$ cat src/rtl/mycpu_pkg.sv
// rtl/mycpu_pkg.sv - shared constants and entry type for the forwarding scoreboard
//
// Purpose: forward-selector encoding, post-EX stage indices and the
// in-flight entry record shared by fwd_scoreboard and fwd_match.
package mycpu_pkg;

  // Selector value meaning "read the register file"; entries encode as
  // 1 + stage*LANES + lane.
  localparam int FWD_RF = 0;

  // Post-EX stage indices.
  localparam int STG_M1 = 0;
  localparam int STG_M2 = 1;
  localparam int STG_WB = 2;

  // Byte mask of a full-word write.
  localparam logic [3:0] WEN_FULL = 4'b1111;

  typedef struct packed {
    logic       valid;
    logic [4:0] rd;
    logic [1:0] rdy_stage;
    logic [3:0] wen;
  } fwd_entry_t;

endpackage

$ cat src/rtl/fwd_match.sv
// rtl/fwd_match.sv - youngest-match forward search for one source register
//
// Purpose: scans the scoreboard entry array for the youngest valid writer of
// one source register and reports its selector, byte mask and hazard.
// Ports:
//   entries : flattened entry array, index stage*LANES+lane
//   src     : source register number
//   sel     : FWD_RF or 1+stage*LANES+lane of the youngest match
//   wen     : byte mask of the forwarded value (4'b1111 if none)
//   stall   : youngest match is not yet forwardable
// Macro FWD_PARTIAL_WEN_EN: partial-mask writers forward from the last stage.
module fwd_match
  import mycpu_pkg::*;
#(
  parameter int LANES  = 2,
  parameter int STAGES = 3,
  parameter int SELW   = 1 + $clog2(LANES * STAGES)
) (
  input  fwd_entry_t [STAGES*LANES-1:0] entries,
  input  logic [4:0]                    src,
  output logic [SELW-1:0]               sel,
  output logic [3:0]                    wen,
  output logic                          stall
);

  logic found;

  // Stage 0 is youngest; inside a stage the highest lane issued last, so
  // lanes are scanned downwards and the first hit wins.
  always_comb begin
    sel   = SELW'(FWD_RF);
    wen   = WEN_FULL;
    stall = 1'b0;
    found = 1'b0;
    for (int s = 0; s < STAGES; s++) begin
      for (int l = LANES - 1; l >= 0; l--) begin
        if (!found && src != 5'd0 && entries[s*LANES+l].valid &&
            entries[s*LANES+l].rd == src) begin
          found = 1'b1;
          sel   = SELW'(1 + s * LANES + l);
          if (int'(entries[s*LANES+l].rdy_stage) > s) begin
            stall = 1'b1;
          end
`ifdef FWD_PARTIAL_WEN_EN
          wen = entries[s*LANES+l].wen;
          // A partial value can only be merged once it reaches the last stage.
          if (entries[s*LANES+l].wen != WEN_FULL && s != STAGES - 1) begin
            stall = 1'b1;
          end
`else
          // No merge path: wait until the partial writer leaves the array.
          if (entries[s*LANES+l].wen != WEN_FULL) begin
            stall = 1'b1;
          end
`endif
        end
      end
    end
  end

endmodule

$ cat src/rtl/fwd_scoreboard.sv
// rtl/fwd_scoreboard.sv - post-EX result tracking and operand forward selection
//
// Purpose: tracks STAGES x LANES in-flight register writers and, for each of
// the two sources of every decode lane, selects the forwarding source and
// raises a load-use / partial-write stall.
// Ports:
//   clk, reset     : rising-edge clock, synchronous active-high reset
//   iss_*          : per-lane issue into EX (valid, reg_write, rd, rdy_stage, wen)
//   pipe_adv       : shift the entry array one stage
//   flush          : invalidate all entries
//   ds_src         : decode sources, lane l rs1 at [10l+:5], rs2 at [10l+5+:5]
//   fwd_sel        : per-source selector, source k=2*lane+n at [k*SELW+:SELW]
//   fwd_wen        : per-source byte mask at [4k+:4]
//   stall          : decode group must hold
// Macro FWD_PARTIAL_WEN_EN: enable forwarding of partial-mask writes from the
// last stage (default build stalls on them and drives fwd_wen all ones).
// Same-group lane0->lane1 dependencies are left to the issue logic.
module fwd_scoreboard
  import mycpu_pkg::*;
#(
  parameter int LANES  = 2,
  parameter int STAGES = 3,
  parameter int SELW   = 1 + $clog2(LANES * STAGES)
) (
  input  logic                     clk,
  input  logic                     reset,
  input  logic [LANES-1:0]         iss_valid,
  input  logic [LANES-1:0]         iss_reg_write,
  input  logic [5*LANES-1:0]       iss_rd,
  input  logic [2*LANES-1:0]       iss_rdy_stage,
  input  logic [4*LANES-1:0]       iss_wen,
  input  logic                     pipe_adv,
  input  logic                     flush,
  input  logic [10*LANES-1:0]      ds_src,
  output logic [2*LANES*SELW-1:0]  fwd_sel,
  output logic [8*LANES-1:0]       fwd_wen,
  output logic                     stall
);

  fwd_entry_t [STAGES*LANES-1:0] ent_q;
  logic       [2*LANES-1:0]      src_stall;

  always_ff @(posedge clk) begin
    if (reset) begin
      ent_q <= '0;
    end else if (flush) begin
      for (int i = 0; i < STAGES * LANES; i++) begin
        ent_q[i].valid <= 1'b0;
      end
    end else if (pipe_adv) begin
      for (int s = STAGES - 1; s > 0; s--) begin
        for (int l = 0; l < LANES; l++) begin
          ent_q[s*LANES+l] <= ent_q[(s-1)*LANES+l];
        end
      end
      for (int l = 0; l < LANES; l++) begin
        ent_q[l].valid     <= iss_valid[l] & iss_reg_write[l];
        ent_q[l].rd        <= iss_rd[5*l +: 5];
        ent_q[l].rdy_stage <= iss_rdy_stage[2*l +: 2];
        ent_q[l].wen       <= iss_wen[4*l +: 4];
      end
    end
  end

  for (genvar k = 0; k < 2 * LANES; k++) begin : g_src
    fwd_match #(
      .LANES (LANES),
      .STAGES(STAGES),
      .SELW  (SELW)
    ) u_match (
      .entries(ent_q),
      .src    (ds_src[5*k +: 5]),
      .sel    (fwd_sel[k*SELW +: SELW]),
      .wen    (fwd_wen[4*k +: 4]),
      .stall  (src_stall[k])
    );
  end

  assign stall = |src_stall;

endmodule

$ cat config.mk
export PLATFORM = sky130hd
export DESIGN_NAME = fwd_scoreboard
export DESIGN_NICKNAME = d
export VERILOG_FILES = /design/src/rtl/mycpu_pkg.sv /design/src/rtl/fwd_match.sv /design/src/rtl/fwd_scoreboard.sv
export SDC_FILE = /design/constraint.sdc
export NUM_CORES = 1
export LEC_CHECK = 0
export CAP_MARGIN = 10
export CORE_AREA = 2 2 122 124
export CTS_BUF_LIST = sky130_fd_sc_hd__clkbuf_4 sky130_fd_sc_hd__clkbuf_8
export DETAILED_ROUTE_END_ITERATION = 16
export DIE_AREA = 0 0 124 126
export DONT_BUFFER_PORTS = 1
export GPL_TIMING_DRIVEN = 0
export PLACE_DENSITY = 0.52
export SETUP_SLACK_MARGIN = 0.05
export SLEW_MARGIN = 20
export SYNTH_ARGS = -nofsm -noshare
export SYNTH_HDL_FRONTEND = slang
export SYNTH_SLANG_ARGS = --single-unit
$ cat constraint.sdc
create_clock -name clk -period 5.2 [get_ports clk]
set_input_delay 0.78 -clock clk [delete_from_list [all_inputs] [get_ports clk]]
set_output_delay 0.78 -clock clk [all_outputs]
set_load 0.02 [all_outputs]
==> results.tsv <==
stage	metric	value	unit
setup_path	Register-to-Register Path Depth	3	
cts	worst skew pair latency	370	ps
place	worst slack, placed	1500	ps
place	cell count after placement	835	
final_layout	Area Growth Syn to Fin	10.3	%
detailed_routing	routed wire length per instance	17.6	um
cts	Clock Sink Count	72	
detailed_routing	sum of routed wire length over all layers	15000	um
detailed_routing	DR vias	4258	
floorplanning	starting density of the core	34.2	%
grt	global-route total usage across every layer	19.6	%
detailed_routing	antenna violation net count after detailed routing	0	
hold_path	beginning of the worst hold path	ent_q[28]	
synth	Gate Count Post-Synth	633	
timing	worst-margin pin slew	684	ps
hold_path	Hold/Removal Path Class	flop to flop	
cts	number of hold buffers added after CTS	0	
run	Max Cap Violations	0	
detailed_routing	average vias per placed instance	5.00	
cts	Max Buffers Root-to-Sink	2	
setup_path	R2R Setup Slk	4260	ps
hold_path	cell depth of the worst hold path	2	
timing	setup repair after global routing missed its margin	false	
timing	clock skew	10.7	ps
timing	setup slack after layout	1440	ps
pwr	Leakage	2.26	nW
setup_path	Worst Path Required	4420	ps
cts	depth of the CTS H-tree	3	
synth	post-synthesis cell area	4900	um2
setup_path	critical path capture point type	primary output	
floorplanning	die footprint	15600	um2
cts	post-cts sizing count	0	
synth	count of synthesis-stage warnings from yosys	0	
place	DP HPWL	11800	um
floorplanning	IO Pins	83	
place	routability-driven placement congestion ratio	0.929	
grt	initial antenna violation count	1	
synth	share of synthesized flip-flops with an asynchronous set or reset	0	%
grt	largest net degree at the start of global routing	14	
timing	Slew HR	54.0	%
detailed_routing	Iter 0 DRT Violations	222	
setup_path	arrival time reported for the critical path endpoint	2980	ps
grt	residual overflow from global routing	0	
floorplanning	x dimension of the die	124	um
floorplanning	row count	44	
setup_path	Crit Reg-Reg Startpoint	ent_q[55]	
timing	setup violators final	0	
final_layout	largest register by flop count	ent_q	
pwr	total power density per cell area	227	nW/um2
floorplanning	placeable core region	14300	um2
final_layout	fraction of layout instances using a drive strength above 1	15.9	%
pwr	power consumption	1.22	mW
detailed_routing	number of iterations in the first detailed-routing pass	5	
final_layout	leading registers by flop count	ent_q (72)	
synth	sequential element share of the synthesized area	29.4	%
cts	Post-CTS Repair Setup Buffers	0	
setup_path	classification of the worst setup path	input port to primary output	
place	# port buffers	0	
synth	top flip-flop cell by instance count after synthesis	sky130_fd_sc_hd__dfxtp_1	
cts	library cell used as clock root buffer	sky130_fd_sc_hd__clkbuf_8	
final_layout	Diodes inserted	0	
timing	highest achievable clock rate	266	MHz
cts	clock tree from TritonCTS	yes	
detailed_routing	DRC errors left	0	
final_layout	count of placed standard cells in the final layout, fillers left out	851	
grt	global-route wire length before repair	22800	um
setup_path	source of the critical timing path	ds_src[7]	
floorplanning	die boundary height	126	um
final_layout	fillers	1573	
final_layout	number of flip-flops in the largest register	72	
timing	count of pins over their slew limit	0	
synth	count of flip-flops with a built-in enable after synthesis	0	
setup_path	worst reg2reg path endpoint	ent_q[55]	
setup_path	Max Fanout on Critical Path	7	
cts	clock-pin slew on the worst setup and hold paths	80	ps
synth	Avg Synthesized Cell Area	7.74	um2
status	status	finished clean	
timing	post-route fraction of the period consumed by the critical path	72.3	%
grt	number of global-route vias before repair	4117	
hold_path	worst hold endpoint	ent_q[52]	
timing	Hold Vio Cnt, Final	0	
timing	final-layout worst hold slack	458	ps
final_layout	Final nets	712	
timing	time the final worst path needs with I/O delays and setup	3760	ps
pwr	IR Drop Worst-Case VDD	0.000160	V
cts	CTS Buf Count	9	
setup_path	element type at the critical path start	input port	
synth	total of flip-flops plus latches after synthesis	72	
timing	Fin Setup TNS	0	ps
synth	Synth cell types	41	
how the worst max path moves through the flow:
stage                     endpoint
final                        stall
after global routing         stall
after CTS                    stall
after detailed placement     stall
after global placement       stall
after floorplan              stall
cell usage in the layout (no fill, tap or decap), types with 2 or more instances in the layout:
| master | Yosys | routed |
|---|---|---|
| sky130_fd_sc_hd__nor4bb_1 | 2 | 2 |
| sky130_fd_sc_hd__clkinvlp_4 | 0 | 2 |
| sky130_fd_sc_hd__mux2i_1 | 4 | 4 |
| sky130_fd_sc_hd__nor2_2 | 2 | 2 |
| sky130_fd_sc_hd__buf_2 | 26 | 26 |
| sky130_fd_sc_hd__a31oi_2 | 3 | 3 |
| sky130_fd_sc_hd__or4_1 | 3 | 3 |
| sky130_fd_sc_hd__or3_1 | 3 | 3 |
| sky130_fd_sc_hd__or2_2 | 4 | 4 |
| sky130_fd_sc_hd__clkbuf_8 | 0 | 10 |
| sky130_fd_sc_hd__buf_6 | 8 | 8 |
| sky130_fd_sc_hd__nor4_2 | 2 | 2 |
| sky130_fd_sc_hd__nor4_1 | 22 | 22 |
| sky130_fd_sc_hd__buf_4 | 31 | 31 |
| sky130_fd_sc_hd__nand4_1 | 15 | 15 |
| sky130_fd_sc_hd__xnor2_1 | 24 | 24 |
| sky130_fd_sc_hd__a21oi_1 | 69 | 69 |
| sky130_fd_sc_hd__xor2_2 | 5 | 5 |
| sky130_fd_sc_hd__dfxtp_1 | 72 | 72 |
| sky130_fd_sc_hd__nor3b_1 | 2 | 2 |
| sky130_fd_sc_hd__or4_4 | 4 | 4 |
| sky130_fd_sc_hd__nor3_1 | 2 | 2 |
| sky130_fd_sc_hd__xor2_1 | 91 | 91 |
| sky130_fd_sc_hd__o21ai_0 | 5 | 5 |
| sky130_fd_sc_hd__nor2_1 | 7 | 7 |
| sky130_fd_sc_hd__nand3b_1 | 3 | 3 |
| sky130_fd_sc_hd__nand3_1 | 30 | 30 |
| sky130_fd_sc_hd__nand3_2 | 3 | 3 |
| sky130_fd_sc_hd__and3_1 | 11 | 11 |
| sky130_fd_sc_hd__nand2_1 | 136 | 136 |
| sky130_fd_sc_hd__conb_1 | 2 | 20 |
| sky130_fd_sc_hd__clkbuf_1 | 27 | 27 |
| sky130_fd_sc_hd__buf_1 | 3 | 3 |
| sky130_fd_sc_hd__nand2b_1 | 3 | 3 |
per-layer routing:
layer | vias to the layer above | track usage, % | part of all wire, %
met1 | 1966 | 26.0 | 45
li1 | 2108 | - | -
met3 | 37 | 4.08 | 6.1
met2 | 145 | 30.9 | 46
met4 | 2 | 8.13 | 3.3
met5 | - | 0 | 0.080
cell type report:
type	instances	area (um2)	area share [%]
Clock inverter	6	67.6	1.25
Clock buffer	10	138	2.55
Buffer	95	566	10.5
Sequential cell	72	1440	26.7
Multi-Input combinational cell	484	2960	54.8
Tap cell	184	230	4.26
worst max-delay path: stages:
cell	delay, ps
sky130_fd_sc_hd__buf_4	150
sky130_fd_sc_hd__xor2_1	140
sky130_fd_sc_hd__nor4_1	620
sky130_fd_sc_hd__a31oi_2	240
sky130_fd_sc_hd__nand3_1	160
sky130_fd_sc_hd__nand4_1	110
sky130_fd_sc_hd__a222oi_1	420
sky130_fd_sc_hd__nand4_1	340
cell usage after synthesis (5+ instances only):
library cell,count,share of area [%]
sky130_fd_sc_hd__nand2_1,136,10
sky130_fd_sc_hd__xor2_1,91,16
sky130_fd_sc_hd__dfxtp_1,72,29
sky130_fd_sc_hd__a21oi_1,69,7.1
sky130_fd_sc_hd__buf_4,31,4.8
sky130_fd_sc_hd__nand3_1,30,3.1
sky130_fd_sc_hd__clkbuf_1,27,2.1
sky130_fd_sc_hd__buf_2,26,2.7
sky130_fd_sc_hd__xnor2_1,24,4.3
sky130_fd_sc_hd__nor4_1,22,2.8
sky130_fd_sc_hd__nand4_1,15,1.9
sky130_fd_sc_hd__and3_1,11,1.4
sky130_fd_sc_hd__buf_6,8,1.8
sky130_fd_sc_hd__nor2_1,7,0.54
sky130_fd_sc_hd__o21ai_0,5,0.51
sky130_fd_sc_hd__xor2_2,5,1.7
stage by stage:
step / cell area (um2) / utilization (%)
3_3_place_gp: 5190 / 36.3
4_1_cts: 5400 / 37.7
3_5_place_dp: 5190 / 36.3
2_1_floorplan: 4960 / -
6_report: 5400 / 37.7
5_1_grt: 5400 / 37.7
power by group:
group | switching (mW) | total, mW | internal, mW
clock | 0.218 | 0.454 | 0.236
sequential | 0.00657 | 0.569 | 0.563
combinational | 0.128 | 0.201 | 0.0731
kinds of logic (layout without fill, tap and decap cells):
family	count (synthesis)	count (layout)	share of synthesized area (%)
flip-flops	72	72	29.4
XOR/XNOR	120	120	22.2
other	2	20	0.153
AND/OR/NAND/NOR	257	257	26.1
multiplexers	4	4	0.818
AO/OA/AOI/OAI	83	83	9.68
buffers and inverters	95	111	11.5
Note: power is estimated with default switching activity, not from simulation.
